<file path="src/rtl/ltc2601_x4.sv">
// ltc2601_x4 -- SPI master for a daisy chain of four LTC2601 DACs.
//
// One trig pulse sends a 128-bit stream, made of four 32-bit words fetched
// from the parent's register file in the order addr 3, 2, 1, 0. The word
// for the DAC farthest down the chain therefore goes out first. Each word
// is captured at the end of a one-cycle LOAD state. During LOAD, flush
// tells the parent to overwrite the word at addr with NOP.
//
// Handshake: trig is a one-cycle request with no ready signal. It is
// accepted only in IDLE and ignored in every other state. busy is high
// from the cycle after acceptance until the machine is back in IDLE.
//
// Ports:
//   clkin      in   system clock, rising edge
//   reset      in   asynchronous reset, active low
//   trig       in   start one chain transaction
//   word[31:0] in   command word for the DAC selected by addr (combinational from parent)
//   addr[3:0]  out  index of the word being fetched or flushed
//   sclk       out  SPI clock, idle low, 4 clkin cycles per bit
//   csel       out  SPI chip select, active low
//   mosi       out  SPI data, MSB first, changes only while sclk is low
//   busy       out  transaction in progress
//   flush      out  one-cycle pulse, parent writes NOP to word[addr]
//   fsm_state  out  current FSM state (debug)
module ltc2601_x4 (
    input  logic        clkin,
    input  logic        reset,
    input  logic        trig,
    input  logic [31:0] word,
    output logic [3:0]  addr,
    output logic        sclk,
    output logic        csel,
    output logic        mosi,
    output logic        busy,
    output logic        flush,
    output logic [1:0]  fsm_state
);

    typedef enum logic [1:0] {
        IDLE  = 2'd0,
        LOAD  = 2'd1,
        SHIFT = 2'd2,
        DONE  = 2'd3
    } state_t;

    state_t      state;
    logic [31:0] sr;
    logic [1:0]  phase;     // position inside a 4-cycle bit period
    logic [4:0]  bit_cnt;   // bit index within the current word
    logic        done_cnt;  // DONE lasts two cycles

    assign fsm_state = state;

    always_ff @(posedge clkin or negedge reset) begin
        if (!reset) begin
            state    <= IDLE;
            sr       <= 32'd0;
            phase    <= 2'd0;
            bit_cnt  <= 5'd0;
            done_cnt <= 1'b0;
            addr     <= 4'd3;
            sclk     <= 1'b0;
            csel     <= 1'b1;
            mosi     <= 1'b0;
            busy     <= 1'b0;
            flush    <= 1'b0;
        end else begin
            // flush is raised only on the transition into LOAD, so it lasts one cycle
            flush <= 1'b0;
            case (state)
                IDLE: begin
                    if (trig) begin
                        state <= LOAD;
                        busy  <= 1'b1;
                        csel  <= 1'b0;
                        flush <= 1'b1;
                        addr  <= 4'd3;
                    end
                end

                LOAD: begin
                    // The parent's NOP write lands on this same edge, so the
                    // word sampled here is still the pre-flush value.
                    sr      <= word;
                    mosi    <= word[31];
                    phase   <= 2'd0;
                    bit_cnt <= 5'd0;
                    sclk    <= 1'b0;
                    state   <= SHIFT;
                end

                SHIFT: begin
                    phase <= phase + 2'd1;
                    // Phases 0,1 low and 2,3 high. The register holds the
                    // value for the next cycle, so it rises after phase 1.
                    sclk  <= (phase == 2'd1) || (phase == 2'd2);
                    if (phase == 2'd3) begin
                        // End of the bit period: sclk falls and mosi moves on together.
                        sr <= {sr[30:0], 1'b0};
                        if (bit_cnt == 5'd31) begin
                            mosi <= 1'b0;
                            if (addr != 4'd0) begin
                                addr  <= addr - 4'd1;
                                flush <= 1'b1;
                                state <= LOAD;
                            end else begin
                                csel     <= 1'b1;
                                done_cnt <= 1'b0;
                                state    <= DONE;
                            end
                        end else begin
                            bit_cnt <= bit_cnt + 5'd1;
                            mosi    <= sr[30];
                        end
                    end
                end

                DONE: begin
                    if (done_cnt) begin
                        state <= IDLE;
                        busy  <= 1'b0;
                        addr  <= 4'd3;
                    end else begin
                        done_cnt <= 1'b1;
                    end
                end

                default: state <= IDLE;
            endcase
        end
    end

endmodule

</file>
<file path="config.mk">
export PLATFORM = sky130hd
export DESIGN_NAME = ltc2601_x4
export DESIGN_NICKNAME = d
export VERILOG_FILES = /design/src/rtl/ltc2601_x4.sv
export SDC_FILE = /design/constraint.sdc
export NUM_CORES = 1
export LEC_CHECK = 0
export ABC_AREA = 1
export CAP_MARGIN = 40
export CORE_ASPECT_RATIO = 1.4
export CORE_UTILIZATION = 23
export DETAILED_ROUTE_END_ITERATION = 8
export PLACE_DENSITY_LB_ADDON = 0.2
export SYNTH_ARGS = -nofsm -noshare
export SYNTH_HDL_FRONTEND = slang
export SYNTH_SLANG_ARGS = --single-unit
export TNS_END_PERCENT = 30
</file>
<file path="constraint.sdc">
create_clock -name clkin -period 2.17 [get_ports clkin]
set_input_delay 0.434 -clock clkin [delete_from_list [all_inputs] [get_ports clkin]]
set_output_delay 0.434 -clock clkin [all_outputs]
set_load 0.1 [all_outputs]
</file>
==> reports/metrics.csv, run 1 <==
stage;metric;value;unit
cts;cts_max_level;2;
outcome;outcome;completed;
yosys;yosysSeqAreaShare;50.7;%
global_route;grt_overflow;0;
yosys;postSynthCellCount;295;
route;viasPerCell;4.28;
global_route;grt_pass1_wl;9330;um
place;port_buffers;45;
sta;setup_slack;0.254;ns
yosys;yosysWarnings;0;
floorplanning;io_pins;46;
sta;post-route-period-util;88.3;%
cells_and_area;multi_input_area;1030;um2
cts;hold_buffers;0;
global_route;grt_max_degree;35;
setup_path;startpoint_type;flip-flop;
power_and_ir_drop;ir_drop;266;uV
setup_path;r2r-start;fsm_state[0];
place;place.gp.congestion;0.730;
cts;path_clk_slew;0.06;ns
cells_and_area;nets;383;
floorplanning;die_area;11000;um2
sta;drv_slew;0;
yosys;synth_cell_types;19;
cells_and_area;final_common_cell;nand2_1;
floorplanning;fp.dieH;124;um
cts;root_buffer;clkbuf_16;
setup_path;rr_worst_depth;8;
route;postRouteAntennaNets;0;
cells_and_area;seq_area;1230;um2
yosys;ys_ff_latch;49;
power_and_ir_drop;powerDensity;590;nW/um2
min_path;hp-class;input pin to asynchronous set/reset pin;
route;dr.pass1.iters;5;
cells_and_area;drive_gt1_share;9.14;%
global_route;grt_antenna_before_repair;0;
global_route;grt_pass1_vias;2002;
flow_run;maxCapViolations;0;
cts;clock_sinks;49;
yosys;syn_nets;340;
floorplanning;rows;44;
route;drc;0;
setup_path;critical_path.max_fanout;33;
yosys;syn_area_per_cell;8.23;um2
route;wl_per_cell;11.6;um
setup_path;endpoint_kind;flip-flop;
setup_path;required;2.35;ns
cells_and_area;areaGrowthSynthToFinish;29.3;%
sta;setup_tns;0;ns
place;place_hpwl;3850;um
cts;cts_made_buffers;5;
global_route;gr-usage-all-layers;11.1;%
cells_and_area;antenna_cells;0;
floorplanning;die_w;88.8;um
cts;cts_buffer_depth;2;
route;vias;2041;
place;pre_cts_ws;0.150;ns
sta;finalHoldViolations;0;
setup_path;r2r_end;bit_cnt[3];
setup_path;r2r_setup_slack;0.25;ns
route;drt_iter0_drc;103;
power_and_ir_drop;p_leak;1.44;nW
sta;slew_headroom;63.0;%
floorplanning;start_util;23.6;%
setup_path;worstPathArrival;2.09;ns
sta;max_freq;522;MHz
cts;insertion_delay;0.29;ns
cells_and_area;layout_common_cells;95 x nand2_1, 45 x dfrtp_1, 42 x nor2_1;
sta;tightest_slew;0.555;ns
route;routed_wl;5520;um
cells_and_area;n_fill_cell;1126;
sta;finalClockSkew;0.00745;ns
sta;setup_viol;0;
setup_path;worstSetupPathType;flip-flop to flip-flop;
floorplanning;core_area;10300;um2
sta;finalHoldWorstSlack;0.132;ns
cts;cts_tree;built;
yosys;syn_area;2430;um2
sta;period_minus_slack;1.92;ns
sta;rsz0062_at_grt;false;
[Yosys cell counts]
master   instances  area [um2]
nor2_1          42         158
buf_2            9        45.0
xnor2_1          1        8.76
o21ai_0          8        40.0
nand2_4          2        22.5
dfrtp_1         46        1150
ha_1            10         125
inv_1           16        60.1
a31oi_1         30         188
inv_2            1        3.75
buf_4            2        15.0
inv_4            1        6.26
nand3_1         17        85.1
a21oi_1          7        35.0
nor3_1           1        5.00
buf_6            3        33.8
nand2_1         95         357
mux2i_1          1        10.0
dfstp_2          3        78.8
[report_power, final]
group | internal [mW] | leakage, nW | switching, mW
registers | 0.933 | 0.611 | 0.0101
clock network | 0.461 | 0.0712 | 0.327
logic | 0.0715 | 0.755 | 0.0494
total | 1.46 | 1.44 | 0.387
[final cells by class]
type | instances | area share, %
clock buffers | 8 | 4.67
repair buffers | 50 | 15.4
well taps | 138 | 5.50
inverters | 18 | 2.23
multi-input cells | 214 | 32.9
flip-flops and latches | 49 | 39.2
[metrics by stage]
step / power (mW) / cell area [um2] / instances / utilization [%]
2_1_floorplan: 0.989 / 2430 / 295 / -
3_3_place_gp: 1.08 / 2990 / 469 / 29.0
3_5_place_dp: 1.08 / 2990 / 469 / 29.0
4_1_cts: 1.89 / 3130 / 477 / 30.4
5_1_grt: 1.93 / 3140 / 477 / 30.5
6_report: 1.85 / 3140 / 477 / 30.5
[critical path, cell delays in order (launching register included)]
cell and delay, ns:
dfrtp_2 0.45, inv_1 0.13, ha_1 0.32, buf_6 0.30
nand3_1 0.26, nor2_1 0.19, nand2_1 0.06, nand2_1 0.06
nor2_1 0.04
[how the worst max path moves through the flow]
| stage | end | slack (ns) | startpoint | cells past startpoint |
|---|---|---|---|---|
| finish | bit_cnt[3] | 0.25 | fsm_state[0] | 8 |
| global route | sr[17] | 0.04 | fsm_state[0] | 7 |
| CTS | bit_cnt[3] | 0.12 | fsm_state[0] | 8 |
| detailed placement | bit_cnt[2] | 0.15 | fsm_state[0] | 7 |
| global placement | bit_cnt[3] | 0.21 | fsm_state[0] | 8 |
| floorplan | addr[2] | 0.04 | fsm_state[1] | 8 |
[timing repair]
item,in CTS,in global routing
setup endpoints to repair,0,1
setup buffers,0,0
endpoints found under the hold margin,0,0
resized for setup,0,1
[logic make-up after synthesis]
family | synth area share (%)
buffers and inverters | 6.75
AOI/OAI and AO/OA | 10.8
adders and majority gates | 5.15
and+or+nand+nor | 25.8
DFF | 50.7
xor gates and xnor gates | 0.361
muxes | 0.412
[registers in the layout, summed over array words and instances (netlist names)]
signal,flops
busy,1
addr,4
mosi,1
done_cnt,1
sclk,1
fsm_state,2
bit_cnt,5
csel,1
flush,1
sr,31
phase,1
[routing by layer]
layer / track usage (%) / vias to the layer above / wire (um)
li1: - / 1048 / -
met1: 13.9 / 942 / 2590
met2: 18.5 / 46 / 2620
met3: 2.40 / 5 / 234
met4: 3.93 / 0 / 78
met5: 0 / - / 0
No activity file was read; power rests on OpenSTA's default activity.
==> run 2: changes to the inputs <==
ABC_CLOCK_PERIOD_IN_PS = 2170   (was unset)
CTS_CLUSTER_SIZE = 14   (was unset)
==> results of run 2 <==
No change in the layout: final DEF, timing and power equal those of run 1.
